<file path="src/rtl/dm_pkg.sv">
`default_nettype none
// ============================================================================
// Module      : dm_pkg
// Description : Shared types and helpers for the data-memory access unit:
//               access-size codes, FSM state encoding, lane helpers.
// Revision    : 1.0 - initial release
// ============================================================================
package dm_pkg;

    typedef enum logic [1:0] {
        SZ_BYTE = 2'b00,
        SZ_HALF = 2'b01,
        SZ_WORD = 2'b10,
        SZ_RSVD = 2'b11
    } size_e;

    typedef enum logic [2:0] {
        ST_IDLE = 3'd0,
        ST_RD   = 3'd1,
        ST_CAP  = 3'd2,
        ST_WR   = 3'd3,
        ST_RESP = 3'd4
    } state_e;

    localparam int c_DATA_W = 32;

    // Bit offset of the addressed lane inside the 32-bit word (little-endian).
    function automatic logic [4:0] lane_shift(input size_e size, input logic [1:0] low);
        logic [4:0] shift;
        case (size)
            SZ_BYTE: shift = {low, 3'b000};
            SZ_HALF: shift = {low[1], 4'b0000};
            default: shift = 5'd0;
        endcase
        return shift;
    endfunction

    // Natural alignment check on the two low address bits.
    function automatic logic is_misaligned(input size_e size, input logic [1:0] low);
        logic bad;
        case (size)
            SZ_HALF: bad = low[0];
            SZ_WORD: bad = |low;
            default: bad = 1'b0;
        endcase
        return bad;
    endfunction

endpackage
`default_nettype wire

</file>
<file path="src/rtl/dm_lane_align.sv">
`default_nettype none
// ============================================================================
// Module      : dm_lane_align
// Description : Combinational lane logic. Extracts and extends the addressed
//               byte/half from a DM word for loads, and merges store data into
//               the addressed lane of a DM word for read-modify-write.
// Revision    : 1.0 - initial release
// ============================================================================
module dm_lane_align
    import dm_pkg::*;
(
    input  size_e       size,
    input  logic        is_signed,
    input  logic [1:0]  lane,
    input  logic [31:0] mem_word,
    input  logic [31:0] wdata,
    output logic [31:0] load_data,
    output logic [31:0] merged
);

    logic [4:0]  w_shift;
    logic [31:0] w_shifted;
    logic [31:0] w_mask;

    // Shift the addressed lane down for loads; mask it in place for stores.
    always_comb begin
        w_shift   = lane_shift(size, lane);
        w_shifted = mem_word >> w_shift;
        w_mask    = 32'hFFFF_FFFF;
        load_data = w_shifted;
        case (size)
            SZ_BYTE: begin
                w_mask    = 32'h0000_00FF;
                load_data = {{24{is_signed & w_shifted[7]}}, w_shifted[7:0]};
            end
            SZ_HALF: begin
                w_mask    = 32'h0000_FFFF;
                load_data = {{16{is_signed & w_shifted[15]}}, w_shifted[15:0]};
            end
            default: ;
        endcase
        merged = (mem_word & ~(w_mask << w_shift)) | ((wdata & w_mask) << w_shift);
    end

endmodule
`default_nettype wire

</file>
<file path="src/rtl/dm_access_unit.sv">
`default_nettype none
// ============================================================================
// Module      : dm_access_unit
// Description : MEM-stage initiator for the word-organised data memory.
//               Handles byte/half/word loads and stores, using
//               read-modify-write for sub-word stores, and returns one
//               response per accepted request.
// Revision    : 1.0 - initial release
// ============================================================================
module dm_access_unit
    import dm_pkg::*;
#(
    parameter int WORD_ADDR_W = 10,
    parameter bit CHECK_RANGE = 1'b1
) (
    input  logic        clk,
    input  logic        rst,
    input  logic        req_valid,
    output logic        req_ready,
    input  logic        req_write,
    input  logic [1:0]  req_size,
    input  logic        req_signed,
    input  logic [31:0] req_addr,
    input  logic [31:0] req_wdata,
    output logic        resp_valid,
    output logic        resp_err,
    output logic [31:0] resp_rdata,
    output logic [31:0] mem_addr,
    output logic [31:0] mem_din,
    output logic        mem_we,
    input  logic [31:0] mem_dout
);

    state_e      r_state;
    state_e      w_state_nxt;
    logic        r_write;
    size_e       r_size;
    logic        r_signed;
    logic [1:0]  r_lane;
    logic        r_err;
    logic [31:0] r_rdata;
    logic [31:0] r_mem_addr;
    logic [31:0] r_mem_din;

    logic        w_xfer;
    logic        w_range_err;
    logic        w_req_err;
    logic [31:0] w_load_data;
    logic [31:0] w_merged;

    assign w_xfer = req_valid & (r_state == ST_IDLE);

    generate
        if (CHECK_RANGE) begin : g_range_chk
            assign w_range_err = |req_addr[31:WORD_ADDR_W+2];
        end else begin : g_range_off
            assign w_range_err = 1'b0;
        end
    endgenerate

    assign w_req_err = (req_size == SZ_RSVD) | w_range_err
                     | is_misaligned(size_e'(req_size), req_addr[1:0]);

    // Store data is parked in r_mem_din at transfer and doubles as the merge source.
    dm_lane_align u_align (
        .size      (r_size),
        .is_signed (r_signed),
        .lane      (r_lane),
        .mem_word  (mem_dout),
        .wdata     (r_mem_din),
        .load_data (w_load_data),
        .merged    (w_merged)
    );

    // State register.
    always_ff @(posedge clk) begin
        if (rst) r_state <= ST_IDLE;
        else     r_state <= w_state_nxt;
    end

    // Next-state decode.
    always_comb begin
        w_state_nxt = r_state;
        case (r_state)
            ST_IDLE: begin
                if (w_xfer) begin
                    if (w_req_err)                               w_state_nxt = ST_RESP;
                    else if (req_write && (req_size == SZ_WORD)) w_state_nxt = ST_WR;
                    else                                         w_state_nxt = ST_RD;
                end
            end
            ST_RD:   w_state_nxt = ST_CAP;
            ST_CAP:  w_state_nxt = r_write ? ST_WR : ST_RESP;
            ST_WR:   w_state_nxt = ST_RESP;
            ST_RESP: w_state_nxt = ST_IDLE;
            default: w_state_nxt = ST_IDLE;
        endcase
    end

    // Latch the request on transfer; capture load data or merged word in CAP.
    always_ff @(posedge clk) begin
        if (rst) begin
            r_write    <= 1'b0;
            r_size     <= SZ_BYTE;
            r_signed   <= 1'b0;
            r_lane     <= 2'b00;
            r_err      <= 1'b0;
            r_rdata    <= 32'd0;
            r_mem_addr <= 32'd0;
            r_mem_din  <= 32'd0;
        end else if (w_xfer) begin
            r_write    <= req_write;
            r_size     <= size_e'(req_size);
            r_signed   <= req_signed;
            r_lane     <= req_addr[1:0];
            r_err      <= w_req_err;
            r_rdata    <= 32'd0;
            r_mem_addr <= {2'b00, req_addr[31:2]};
            r_mem_din  <= req_wdata;
        end else if (r_state == ST_CAP) begin
            if (r_write) r_mem_din <= w_merged;
            else         r_rdata   <= w_load_data;
        end
    end

    assign req_ready  = (r_state == ST_IDLE);
    assign resp_valid = (r_state == ST_RESP);
    assign resp_err   = resp_valid & r_err;
    assign resp_rdata = r_rdata;
    assign mem_addr   = r_mem_addr;
    assign mem_din    = r_mem_din;
    assign mem_we     = (r_state == ST_WR);

endmodule
`default_nettype wire

</file>
<file path="config.mk">
export PLATFORM = sky130hd
export DESIGN_NAME = dm_access_unit
export DESIGN_NICKNAME = d
export VERILOG_FILES = /design/src/rtl/dm_pkg.sv /design/src/rtl/dm_lane_align.sv /design/src/rtl/dm_access_unit.sv
export SDC_FILE = /design/constraint.sdc
export NUM_CORES = 1
export LEC_CHECK = 0
export BUFFER_PORTS_ARGS = -buffer_cell sky130_fd_sc_hd__buf_2
export CORE_MARGIN = 3
export CORE_UTILIZATION = 40
export DETAILED_ROUTE_END_ITERATION = 6
export PLACE_DENSITY = 0.7
export SLEW_MARGIN = 40
export SYNTH_ARGS = -nofsm -noshare
export SYNTH_HDL_FRONTEND = slang
export SYNTH_SLANG_ARGS = --single-unit
</file>
<file path="constraint.sdc">
create_clock -name clk -period 2.1 [get_ports clk]
set_input_delay 0.42 -clock clk [delete_from_list [all_inputs] [get_ports clk]]
set_output_delay 0.42 -clock clk [all_outputs]
set_load 0.005 [all_outputs]
</file>
==> qor.txt <==
post-synthesis async set-or-reset flop share -> 0
layout cells sized above 1 -> 0.321
final net count -> 1,001
total power draw -> 0.00476 W
Post-CTS Hold Buffers -> 0
Final Cycle Share -> 0.914
min Tclk post-route -> 1920 ps
TritonCTS Sinks -> 104
Worst-Margin Slew -> 667 ps
DRT iter0 DRCs -> 587
initial antenna violation count -> 2
distinct cell type count after synthesis -> 62
ANT nets after route -> 0
Max VDD drop -> 446 uV
Startpoint Class -> register
CTS tree -> built
Mean Syn Cell Area -> 7.98 sq um
leading cell types in the layout, fill and taps excluded -> buf_2 (200), nand2_1 (175), dfxtp_1 (104)
largest net degree at the start of global routing -> 36
Die W -> 125 um
Reg-to-Reg End -> resp_rdata[27]
via/cell ratio -> 5.76
Seq/Total Area, Yosys -> 0.367
clock latency on the worst-skew pair -> 360 ps
P&R area growth vs syn -> 26.9%
TritonCTS Buffers -> 9
Die ar. -> 0.0156 sq mm
max_slew headroom -> 0.555
slowest cell delay on critical path -> 400 ps
Synth Flop Type -> dfxtp_1
Slowest-stage cell, CP -> dfxtp_1
FILL cells -> 1,326
status -> finished, final reports clean
number of buffers and inverters on the critical path -> 2
power density over the cells -> 661 mW/mm^2
vias in the first global route -> 5,903
first-pass GRT wire length -> 31.2 mm
Reg2Reg Launch Point -> r_size[1]
H-tree depth -> 3
grt ovf -> 0
Die Span Y -> 125 um
dpl hpwl -> 14.6 mm
end point of the critical path -> resp_rdata[27]
Root Buffer -> clkbuf_16
Initial Utilization -> 0.418
commonest non-fill, non-tap cell in the layout -> buf_2
RSZ-0062 raised after global routing -> no
fin. max-slew vios -> 0
drt first pass iters -> 5
max_cap viols -> 0
Worst Path Arrival -> 2150 ps
maximum achievable frequency -> 0.521 GHz
CP startpoint -> r_size[1]
Crit path top cell by count -> buf_4
Post-CTS Resized -> 0
setup violators final -> 0
Post-Synthesis Cells -> 710
setup tns final -> 0 ps
skew final -> 8.39 ps
Yosys warnings -> 0
CP Class -> reg -> reg
Synth Register Bits -> 104
CTS Buffer Depth -> 2
routed vias -> 6,201
Worst R2R Path Depth -> 6
leak pwr -> 3.21 nW
worst min-delay path class -> in -> reg
I/O pins -> 203
post-CTS setup repair buffer count -> 0
IO buf count -> 200
row count -> 42
GPL Wtd Cong -> 0.935
Clock transition at path regs -> 70 ps
CP Depth -> 6
# DRC -> 0
diode count -> 0
routed len/inst -> 18.4 um
core area -> 0.0136 sq mm
routed wire length -> 19.8 mm
Synth Cell Area -> 0.00567 sq mm
total track usage -> 0.244
final count of hold timing violations -> 0
Critical Path End Type -> register
crit-path cells -> buf_4 -> nor2b_4 -> mux2_4 -> a311oi_4 -> buf_4 -> o22ai_1
Largest delay share family, worst path -> buffers and inverters
critical path fanouts, max -> 23
EDFF count, synth -> 0
reg2reg setup slack -> 180 ps
Critical Path RT -> 2330 ps
[cell usage after synthesis, types with 14 or more instances]
| cell type | number | area, sq um |
|---|---|---|
| dfxtp_1 | 104 | 2080 |
| clkbuf_1 | 32 | 120 |
| o22ai_1 | 16 | 100 |
| mux2_2 | 17 | 191 |
| nand2b_1 | 21 | 131 |
| nor2_1 | 28 | 105 |
| a21oi_1 | 62 | 310 |
| nand3b_1 | 15 | 113 |
| a32o_1 | 16 | 160 |
| buf_2 | 17 | 85.1 |
| nand2_1 | 175 | 657 |
| a311o_1 | 14 | 140 |
| o21ai_0 | 36 | 180 |
| a32oi_1 | 16 | 140 |
[area by class of cell]
class / count / area, sq um / share of cell area
Clock buffer: 9 / 225 / 0.0313
Clock inverter: 7 / 77.6 / 0.0108
Inverter: 5 / 18.8 / 0.00261
Multi-Input combinational cell: 535 / 3230 / 0.449
Sequential cell: 104 / 2080 / 0.289
Tap cell: 176 / 220 / 0.0306
Timing Repair Buffer: 240 / 1340 / 0.186
[flip-flops by register name, indices dropped and copies added, names as in the netlist]
signal and count:
mem_din 32, r_state 3, r_lane 2, resp_rdata 32, r_write 1, r_signed 1, r_err 1, mem_addr 30
r_size 2
[worst min-delay path, stage by stage]
cell and delay [ps]:
buf_2 90, nand2_1 40, a21oi_1 50
[metrics by stage]
stage                     hold WS, ps  utilization  cell area [sq um]  setup slack, ps  cells
after global routing              300        0.530               7190             41.3   1076
after CTS                         285        0.530               7190              214   1076
after detailed placement          446        0.508               6890             53.9   1060
after floorplan                   453            -               5670              335    711
final                             296        0.530               7190              181   1076
after global placement            439        0.508               6890             66.9   1060
[worst min-delay path by stage]
stage	startpoint	end	slack (ps)	depth (start not counted)
2_1_floorplan	mem_addr[0]	mem_addr[0]	450	2
3_3_place_gp	mem_addr[24]	mem_addr[24]	440	2
3_5_place_dp	mem_addr[2]	mem_addr[2]	450	2
4_1_cts	req_addr[11]	mem_addr[9]	280	3
5_1_grt	req_addr[2]	mem_addr[0]	300	3
6_report	req_addr[11]	mem_addr[9]	300	3
[power by group]
group / internal (W) / switching, W
Combinational: 0.000375 / 0.000501
Sequential: 0.00206 / 0.0000854
Clock: 0.000936 / 0.000800
[cell families (layout without fill, tap and decap cells)]
group	Yosys count	in the layout	share of synthesized area
AND/OR/NAND/NOR	290	290	0.247
adder cells (fa/ha/maj)	3	3	0.00663
multiplexers	18	18	0.0364
AO/OA/AOI/OAI	222	222	0.278
flip-flops	104	104	0.367
other	1	2	0.000662
buffers and inverters	72	261	0.0636
[routing by layer]
layer  global-route usage  wire, um  vias to the layer above
li1                     -         -                     2942
met5                    0        21                        -
met2                0.393      9210                      313
met4               0.0842       516                        4
met3               0.0738      1980                       43
met1                0.311      8030                     2899
Power figures use the tool's default switching activity.
